===== config.mk =====
export PLATFORM = sky130hd
export DESIGN_NAME = coil_driver_flat
export DESIGN_NICKNAME = d
export VERILOG_FILES = /design/src/rtl/coil_driver_if.sv /design/src/rtl/coil_driver.sv /design/src/flat_wrapper.sv
export SDC_FILE = /design/constraint.sdc
export NUM_CORES = 1
export LEC_CHECK = 0
export ABC_AREA = 1
export CAP_MARGIN = 20
export CORE_MARGIN = 4
export CORE_UTILIZATION = 57
export DETAILED_ROUTE_END_ITERATION = 8
export PLACE_DENSITY_LB_ADDON = 0.15
export SYNTH_ARGS = -nofsm -noshare
export SYNTH_HDL_FRONTEND = slang
export SYNTH_SLANG_ARGS = --single-unit

===== constraint.sdc =====
create_clock -name CLK_IN -period 2.7 [get_ports CLK_IN]
set_input_delay 0.54 -clock CLK_IN [delete_from_list [all_inputs] [get_ports CLK_IN]]
set_output_delay 0.54 -clock CLK_IN [all_outputs]
set_load 0.01 [all_outputs]

===== src/rtl/coil_driver_if.sv =====
// Decoder-to-coil-driver bundle plus the gate drive outputs.
//
// Handshake: there is no back-pressure on this link. meta_valid is a
// one-cycle strobe qualifying meta; the driver is always ready and
// samples it on the CLK_IN edge where it is high. scan_active and
// polarity are level signals, sampled every edge. The outputs are all
// registered. state_dbg exposes the FSM state register (IDLE reads 0).
interface coil_driver_if;
  logic       scan_active;
  logic       polarity;
  logic [3:0] meta;
  logic       meta_valid;
  logic       HS_A;
  logic       LS_A;
  logic       HS_B;
  logic       LS_B;
  logic       driving;
  logic       fault;
  logic [2:0] state_dbg;

  // Decoder side (drives the requests, observes the bridge).
  modport master (
    output scan_active, polarity, meta, meta_valid,
    input  HS_A, LS_A, HS_B, LS_B, driving, fault, state_dbg
  );

  // Coil driver side.
  modport slave (
    input  scan_active, polarity, meta, meta_valid,
    output HS_A, LS_A, HS_B, LS_B, driving, fault, state_dbg
  );
endinterface


===== src/rtl/coil_driver.sv =====
// H-bridge gate controller for the scan-loop coil.
// Inserts dead time on every polarity change, chops the high side with a
// 16-slot PWM whose duty is the captured amplitude code, holds the
// opposite low side on continuously (slow decay), and latches a fault
// when one polarity is held longer than MAX_HOLD_MS.
module coil_driver #(
  parameter int DEAD_CYC     = 20,
  parameter int PWM_DIV      = 4,
  parameter int TICKS_PER_MS = 10000,
  parameter int MAX_HOLD_MS  = 50
) (
  input  logic         CLK_IN,
  input  logic         rst,
  coil_driver_if.slave bus
);

  localparam int DEAD_W = $clog2(DEAD_CYC + 1);
  localparam int PRE_W  = $clog2(PWM_DIV + 1);
  localparam int MS_W   = $clog2(TICKS_PER_MS + 1);
  localparam int HOLD_W = $clog2(MAX_HOLD_MS + 1);

  // Terminal values: each counter is compared against its last value so
  // it never has to count past the parameter itself.
  localparam logic [DEAD_W-1:0] DEAD_LAST = DEAD_W'(DEAD_CYC - 1);
  localparam logic [PRE_W-1:0]  PRE_LAST  = PRE_W'(PWM_DIV - 1);
  localparam logic [MS_W-1:0]   MS_LAST   = MS_W'(TICKS_PER_MS - 1);
  localparam logic [HOLD_W-1:0] HOLD_LAST = HOLD_W'(MAX_HOLD_MS - 1);

  typedef enum logic [2:0] {
    IDLE      = 3'd0,
    DEAD      = 3'd1,
    DRIVE_POS = 3'd2,
    DRIVE_NEG = 3'd3,
    FAULT     = 3'd4
  } state_t;

  state_t              state_q,  state_d;
  logic                target_q, target_d;
  logic [DEAD_W-1:0]   dead_q,   dead_d;
  logic [3:0]          amp_q,    amp_d;
  logic [PRE_W-1:0]    pre_q,    pre_d;
  logic [3:0]          slot_q,   slot_d;
  logic [MS_W-1:0]     ms_q,     ms_d;
  logic [HOLD_W-1:0]   hold_q,   hold_d;

  logic hs_a_q, hs_a_d;
  logic ls_a_q, ls_a_d;
  logic hs_b_q, hs_b_d;
  logic ls_b_q, ls_b_d;
  logic driving_q, driving_d;
  logic fault_q, fault_d;

  logic tick;
  logic cur_pol;
  logic pwm_on;

  // Free-running millisecond prescaler; tick is high for one cycle per ms.
  always_comb begin
    tick = (ms_q == MS_LAST);
    ms_d = tick ? '0 : ms_q + 1'b1;
  end

  // Next-state logic. Priority inside a drive state:
  // watchdog fault > scan_active low > polarity change.
  // In DEAD: scan_active low > polarity change > dead-count expiry.
  always_comb begin
    state_d  = state_q;
    target_d = target_q;
    dead_d   = dead_q;
    amp_d    = amp_q;
    pre_d    = pre_q;
    slot_d   = slot_q;
    hold_d   = hold_q;
    cur_pol  = (state_q == DRIVE_POS);

    case (state_q)
      IDLE: begin
        hold_d = '0;
        // Amplitude is only accepted while the bridge is idle so the
        // duty cycle never changes in the middle of a scan.
        if (bus.meta_valid) begin
          amp_d = bus.meta;
        end
        if (bus.scan_active) begin
          state_d  = DEAD;
          target_d = bus.polarity;
          dead_d   = '0;
        end
      end

      DEAD: begin
        hold_d = '0;
        if (!bus.scan_active) begin
          state_d = IDLE;
        end else if (bus.polarity != target_q) begin
          // A new request restarts the full dead time.
          target_d = bus.polarity;
          dead_d   = '0;
        end else if (dead_q == DEAD_LAST) begin
          state_d = target_q ? DRIVE_POS : DRIVE_NEG;
          pre_d   = '0;
          slot_d  = '0;
        end else begin
          dead_d = dead_q + 1'b1;
        end
      end

      DRIVE_POS, DRIVE_NEG: begin
        if (tick && (hold_q == HOLD_LAST)) begin
          state_d = FAULT;
          hold_d  = hold_q + 1'b1;
        end else if (!bus.scan_active) begin
          state_d = IDLE;
          hold_d  = '0;
        end else if (bus.polarity != cur_pol) begin
          state_d  = DEAD;
          target_d = bus.polarity;
          dead_d   = '0;
          hold_d   = '0;
        end else begin
          if (tick) begin
            hold_d = hold_q + 1'b1;
          end
          // PWM slot advances once per PWM_DIV cycles and wraps 15 -> 0.
          if (pre_q == PRE_LAST) begin
            pre_d  = '0;
            slot_d = slot_q + 4'd1;
          end else begin
            pre_d = pre_q + 1'b1;
          end
        end
      end

      FAULT: begin
        // Sticky until reset; scan_active and polarity are ignored.
        state_d = FAULT;
      end

      default: begin
        state_d = IDLE;
      end
    endcase
  end

  // Gate decode from the next state so gates and state change on the
  // same edge: no gate is ever on while the state register is not a
  // drive state, and each leg only ever has one device enabled.
  always_comb begin
    hs_a_d    = 1'b0;
    ls_a_d    = 1'b0;
    hs_b_d    = 1'b0;
    ls_b_d    = 1'b0;
    driving_d = 1'b0;
    fault_d   = 1'b0;
    pwm_on    = (slot_d < amp_q);

    case (state_d)
      DRIVE_POS: begin
        ls_b_d    = 1'b1;
        hs_a_d    = pwm_on;
        driving_d = 1'b1;
      end
      DRIVE_NEG: begin
        ls_a_d    = 1'b1;
        hs_b_d    = pwm_on;
        driving_d = 1'b1;
      end
      FAULT: begin
        fault_d = 1'b1;
      end
      default: begin
        hs_a_d = 1'b0;
      end
    endcase
  end

  // State, counters and registered outputs.
  always_ff @(posedge CLK_IN) begin
    if (rst) begin
      state_q   <= IDLE;
      target_q  <= 1'b0;
      dead_q    <= '0;
      amp_q     <= '0;
      pre_q     <= '0;
      slot_q    <= '0;
      ms_q      <= '0;
      hold_q    <= '0;
      hs_a_q    <= 1'b0;
      ls_a_q    <= 1'b0;
      hs_b_q    <= 1'b0;
      ls_b_q    <= 1'b0;
      driving_q <= 1'b0;
      fault_q   <= 1'b0;
    end else begin
      state_q   <= state_d;
      target_q  <= target_d;
      dead_q    <= dead_d;
      amp_q     <= amp_d;
      pre_q     <= pre_d;
      slot_q    <= slot_d;
      ms_q      <= ms_d;
      hold_q    <= hold_d;
      hs_a_q    <= hs_a_d;
      ls_a_q    <= ls_a_d;
      hs_b_q    <= hs_b_d;
      ls_b_q    <= ls_b_d;
      driving_q <= driving_d;
      fault_q   <= fault_d;
    end
  end

  assign bus.HS_A      = hs_a_q;
  assign bus.LS_A      = ls_a_q;
  assign bus.HS_B      = hs_b_q;
  assign bus.LS_B      = ls_b_q;
  assign bus.driving   = driving_q;
  assign bus.fault     = fault_q;
  assign bus.state_dbg = state_q;

endmodule


===== src/flat_wrapper.sv =====
// flat-port wrapper written by rule: the top's interface ports become plain ports
module coil_driver_flat 
#(
  parameter int DEAD_CYC     = 20,
  parameter int PWM_DIV      = 4,
  parameter int TICKS_PER_MS = 10000,
  parameter int MAX_HOLD_MS  = 50
)
  (CLK_IN, rst, bus_scan_active, bus_polarity, bus_meta, bus_meta_valid, bus_HS_A, bus_LS_A, bus_HS_B, bus_LS_B, bus_driving, bus_fault, bus_state_dbg);
  coil_driver_if bus_i ();
  input  logic CLK_IN;
  input  logic rst;
  input wire logic [$bits(bus_i.scan_active)-1:0] bus_scan_active;
  input wire logic [$bits(bus_i.polarity)-1:0] bus_polarity;
  input wire logic [$bits(bus_i.meta)-1:0] bus_meta;
  input wire logic [$bits(bus_i.meta_valid)-1:0] bus_meta_valid;
  output wire logic [$bits(bus_i.HS_A)-1:0] bus_HS_A;
  output wire logic [$bits(bus_i.LS_A)-1:0] bus_LS_A;
  output wire logic [$bits(bus_i.HS_B)-1:0] bus_HS_B;
  output wire logic [$bits(bus_i.LS_B)-1:0] bus_LS_B;
  output wire logic [$bits(bus_i.driving)-1:0] bus_driving;
  output wire logic [$bits(bus_i.fault)-1:0] bus_fault;
  output wire logic [$bits(bus_i.state_dbg)-1:0] bus_state_dbg;
  assign bus_i.scan_active = bus_scan_active;
  assign bus_i.polarity = bus_polarity;
  assign bus_i.meta = bus_meta;
  assign bus_i.meta_valid = bus_meta_valid;
  assign bus_HS_A = bus_i.HS_A;
  assign bus_LS_A = bus_i.LS_A;
  assign bus_HS_B = bus_i.HS_B;
  assign bus_LS_B = bus_i.LS_B;
  assign bus_driving = bus_i.driving;
  assign bus_fault = bus_i.fault;
  assign bus_state_dbg = bus_i.state_dbg;
  coil_driver #(.DEAD_CYC(DEAD_CYC), .PWM_DIV(PWM_DIV), .TICKS_PER_MS(TICKS_PER_MS), .MAX_HOLD_MS(MAX_HOLD_MS)) u_core (.CLK_IN(CLK_IN), .rst(rst), .bus(bus_i));
endmodule

Word-level counts from Yosys, hierarchy flattened
Index checks and enable logic that the tools add are counted.
{"block": "word_totals", "reg_bits": 46, "output_inout_bits": 9, "elab_cells": 111}
{"block": "classes", "add_sub_neg": 5, "magnitude_cmp": 1, "n_eq_ne": 24, "mux": 49, "bitwise_logic": 2, "n_reduce_logical": 16}
{"op": "$mux W3", "n": 14}
{"op": "$mux W5", "n": 7}
{"op": "$mux W4", "n": 7}
{"op": "$mux W6", "n": 4}
{"op": "$reduce_and A7 Y1", "n": 3}
{"op": "$eq A3 B2 Y1 const B", "n": 5}
{"op": "$pmux W5 S3", "n": 1}
{"op": "$add A14 B1 Y14 const B", "n": 1}
{"op": "$eq A14 B14 Y1 const B", "n": 1}
{"op": "$ne A2 B2 Y1 const B", "n": 6}
{"op": "$pmux W3 S4", "n": 1}
{"op": "$pmux W6 S2", "n": 1}
{"op": "$reduce_or A2 Y1", "n": 6}
{"op": "$mux W1", "n": 11}
{"op": "$pmux W4 S2", "n": 1}
{"op": "$add A6 B1 Y6 const B", "n": 1}
{"op": "$eq A3 B3 Y1 const B", "n": 2}
{"op": "$eq A6 B6 Y1 const B", "n": 1}
{"op": "$ne A2 B1 Y1 const B", "n": 3}
{"op": "$pmux W3 S2", "n": 1}
{"op": "$add A5 B1 Y5 const B", "n": 1}
{"op": "$eq A5 B5 Y1 const B", "n": 1}
{"op": "$ne A5 B2 Y1 const B", "n": 1}
{"op": "$add A4 B1 Y4 const B", "n": 1}
{"op": "other kinds (12)", "n": 16}

Logic depth before layout (Yosys ltp)
{"block": "logic_depth", "ltp_word": 9, "mapped_depth": 16, "ltp_nobuf": 16}

Worst setup path before layout
Ideal clock, no wire load.
{"block": "synth_timing", "path_type": "register to register", "startpoint": "register u_core.state_q[1] (netlist: u_core.bus.state_dbg[1])", "endpoint": "register u_core.hs_a_q (netlist: u_core.bus.HS_A)", "setup_ps": 64, "t_arrival_ps": 1852, "t_required_ps": 2636, "setup_slack_ps": 784, "stages_incl_launch_ff": 14, "path_buffers": 0, "period_less_slack_ps": 1916, "path_cell_list": "dfxtp_1 inv_1 nor2_2 nand2_1 nor2_1 nand2_2 or3_1 nand2_1 ha_1 nand2_1 inv_1 nand2_1 nand2_1 nor2_1"}
{"block": "synth_between", "word_cells_on_any_way": 23, "cone_classes": "order compare (1); eq/ne (6); mux (12); bitwise (1); reduce/logical (3)"}
{"element": "from (decl)", "line_no": "coil_driver.sv:37", "source": "state_t state_q, state_d;"}
{"element": "from (signal assigned)", "line_no": "coil_driver.sv:195", "source": "state_q <= state_d;"}
{"element": "$eq A3 B2 Y1", "line_no": "coil_driver.sv:74, coil_driver.sv:76"}
{"element": "$ne A1 B1 Y1", "line_no": "coil_driver.sv:115", "source": "end else if (bus.polarity != cur_pol) begin"}
{"element": "$mux W4", "line_no": "coil_driver.sv:115"}
{"element": "$mux W4", "line_no": "coil_driver.sv:112", "source": "end else if (!bus.scan_active) begin"}
{"element": "$mux W4", "line_no": "coil_driver.sv:109", "source": "if (tick && (hold_q == HOLD_LAST)) begin"}
{"element": "$pmux W4 S2 (*)", "line_no": "coil_driver.sv:76", "source": "case (state_q)"}
{"element": "via u_core.slot_d[2]", "line_no": "coil_driver.sv:42", "source": "logic [3:0] slot_q, slot_d;"}
{"element": "$lt A4 B4 Y1 (*)", "line_no": "coil_driver.sv:155", "source": "pwm_on = (slot_d < amp_q);"}
{"element": "to (signal assigned)", "line_no": "coil_driver.sv:203", "source": "hs_a_q <= hs_a_d;"}
{"element": "to (decl)", "line_no": "coil_driver.sv:46", "source": "logic hs_a_q, hs_a_d;"}
Mark *: on every way through the listed nets, which the timed path passes. The rest lies on a longest branch.
A chain may end at the register's enable or synchronous reset.

Final worst setup path
{"block": "layout_timing", "startpoint": "input bus_polarity", "endpoint": "register u_core.hs_a_q (netlist: u_core.bus.HS_A)"}
{"block": "layout_between", "word_cells_on_any_way": 18, "cone_classes": "order compare (1); eq/ne (3); mux (12); bitwise (1); reduce/logical (1)"}
{"element": "from (decl)", "line_no": "flat_wrapper.sv:14", "source": "input wire logic [$bits(bus_i.polarity)-1:0] bus_polarity;"}
{"element": "$ne A1 B1 Y1", "line_no": "coil_driver.sv:115"}
{"element": "$mux W4", "line_no": "coil_driver.sv:115"}
{"element": "$mux W4", "line_no": "coil_driver.sv:112"}
{"element": "$mux W4", "line_no": "coil_driver.sv:109"}
{"element": "$pmux W4 S2 (*)", "line_no": "coil_driver.sv:76"}
{"element": "via u_core.slot_d[2]", "line_no": "coil_driver.sv:42"}
{"element": "$lt A4 B4 Y1 (*)", "line_no": "coil_driver.sv:155"}
Marked as above.

==> run metrics <==
Setup CP Type=in -> reg; Hold Fails Final Rpt=0; non-filler cells, final=380; Placement Setup Slack=0.02193 ns; CTS Hold Bufs=0; placed cell count=372; total number of yosys warnings=0; global route overflow=0; RSZ-0062 raised after global routing=false; first-pass GRT wire length=7279 um; Setup TNS=0 ns; total power draw=1.196 mW; drt pass-1 iters=4; initial antenna violation count=0; status=completed; DR vias=1,943; crit path capture type=register; Hold Path Class=reg -> reg; Cell Area, Placed=2474 um^2; Avg Synthesized Cell Area=slightly above 7 um^2; post-route clock period utilization=87.81%; clock transition at the registers of the reported paths=0.09 ns; clk_lat worst skew=0.30 ns; VDD IR-drop max=0.0002768 V; DIE AREA=5003 um^2; layout cells sized above 1=8.735%; Worst Tran Pin Value=roughly 0.46 ns; CTS root buf=clkbuf_8; WP data required=about 2.9 ns; number of enable flip-flop cells after synthesis=0; area growth from synthesis to layout=14.33%; clk buf depth=2; Ports=18; ys flop type=dfxtp_1; NumNets Final=349; gpl congestion=0.7461; fin area=about 2600 um^2; # resized after CTS=0; CTS sink cnt=46; H-tree depth=2; Rows=22; Setup WS post-layout=0.3291 ns; average vias per placed instance=between 5 and 6; Leak=1.041 nW; Worst Path Max Fanout=7; Synthesized Nets=327; Initial Util=approximately 60%; core box area=3744 um^2; FMAX=421.8 MHz; Synth async-reset ratio=0%; Worst Path Arrival=2.61 ns; gr usage total=17.76%; MaxCap Viol Count=0; final setup skew=0.009205 ns; min Tclk post-route=2.371 ns; CTS buffer count=5; port bufs=17; Synth Cell Area=2243 um^2; commonest cells after routing, fill and taps aside=nand2_1 (59), dfxtp_1 (46), inv_1 (44), nor2_1 (38), a21oi_1 (23); Synth cell types=34; most common cell after layout, fill and taps aside=nand2_1; Post-DRT Antenna Nets=0; DIE WIDTH=70.74 um; DRT iter0 DRCs=140; setup bufs post-CTS=0; CP Launch Type=input port; drt drc=0; chip height=70.74 um; number of global-route vias before repair=1,742; final setup fails=0; Final HPWL DP=3119 um; wire per inst=10.78 um; largest net degree at the start of global routing=16; Rel. slew slack=~70%; final-report max-slew violation count=0; Yosys reg bits=46; Power Density=466.3 nW/um^2; Mapped Cells=309; Antenna Diode Count=0; post-synthesis sequential area ratio=41.05%; CTS tree=yes; Post-Route WL=4097 um
[final cells by class]
type,instances,area [um^2]
Sequential cell,46,920.9
Inverter,47,176.4
Timing Repair Buffer,19,185.2
Multi-Input combinational cell,212,1131
Fill cell,340,1179
Tap cell,48,60.06
Clock buffer,7,86.33
Clock inverter,1,5.005
[synthesized netlist by cell type (2+ instances only)]
| library cell | number | area, um^2 |
|---|---|---|
| nand2_1 | 59 | 221.5 |
| dfxtp_1 | 46 | 920.9 |
| inv_1 | 44 | 165.2 |
| nor2_1 | 38 | 142.6 |
| a21oi_1 | 23 | 115.1 |
| nand3_1 | 21 | 105.1 |
| o21ai_0 | 11 | 55.05 |
| ha_1 | 9 | 112.6 |
| nor3_1 | 6 | 30.03 |
| clkbuf_1 | 4 | 15.01 |
| nand3_2 | 4 | 40.04 |
| nand4_1 | 4 | 25.02 |
| nor2_2 | 4 | 25.02 |
| xor2_1 | 4 | 35.03 |
| a31oi_1 | 3 | 18.77 |
| nand2_2 | 3 | 18.77 |
| inv_2 | 2 | 7.510 |
| nor2_4 | 2 | 22.52 |
| nor3b_1 | 2 | 15.01 |
| nor4_1 | 2 | 12.51 |
| o211ai_1 | 2 | 15.01 |
| o21a_1 | 2 | 15.01 |
| or2_2 | 2 | 12.51 |
| xnor2_1 | 2 | 17.52 |
[flip-flops by register name (all words and copies together), names as in the netlist, 3 cells and up]
register,count
u_core.ms_q,14
u_core.hold_q,6
u_core.dead_q,5
u_core.amp_q,4
u_core.slot_q,4
u_core.bus.state_dbg,3
u_core.pre_q,3
[layer usage]
metal	wire length, um	GRT usage, %
met1	1987	22.71
met2	1873	28.12
met3	165	4.119
met4	70	8.768
met5	0	0
[kinds of logic after synthesis]
logic type	share of synthesized area, %
buffers and inverters	8.533
flip-flops	41.05
adder cells (fa/ha/maj)	5.020
AO/OA/AOI/OAI	11.71
XOR/XNOR	2.342
AND/OR/NAND/NOR	31.34
[power breakdown]
group / total [mW] / switching [mW] / internal (mW)
Combinational: 0.0738 / 0.0431 / 0.0308
Clock: 0.427 / 0.220 / 0.207
Sequential: 0.696 / 0.00669 / 0.689
Total: 1.20 / 0.270 / 0.926
[worst max-delay path, stage by stage]
cell and delay, ns:
clkdlybuf4s50_1 0.58, inv_1 0.10, nand3_2 0.09, nand3_2 0.08
nor2_1 0.15, nand2_2 0.11, or3_1 0.34, nand2_1 0.08
ha_1 0.22, nand2_1 0.06, inv_1 0.04, nand2_1 0.05
nand2_1 0.06, nor2_1 0.09
[path summary, 6_finish.rpt]
path / from / endpoint / slack [ns] / cells past startpoint
worst min-delay path: u_core.ms_q[0]$_SDFF_PP0_ / u_core.ms_q[0]$_SDFF_PP0_ / 0.45 / 1
worst max-delay path: bus_polarity / u_core.bus.HS_A$_SDFF_PP0_ / 0.33 / 14
worst max register to register: u_core.dead_q[0]$_SDFFE_PP0P_ / u_core.bus.HS_A$_SDFF_PP0_ / 0.57 / 12
worst min register to register: u_core.ms_q[0]$_SDFF_PP0_ / u_core.ms_q[0]$_SDFF_PP0_ / 0.45 / 1
[metrics by stage]
| stage | hold slack (ns) | utilization (%) |
|---|---|---|
| 2_1_floorplan | 0.4175 | - |
| 3_3_place_gp | 0.4256 | 66.08 |
| 3_5_place_dp | 0.4362 | 66.08 |
| 4_1_cts | 0.4487 | 68.52 |
| 5_1_grt | 0.4722 | 68.52 |
| 6_report | 0.4460 | 68.52 |
No activity file was read; power rests on OpenSTA's default activity.
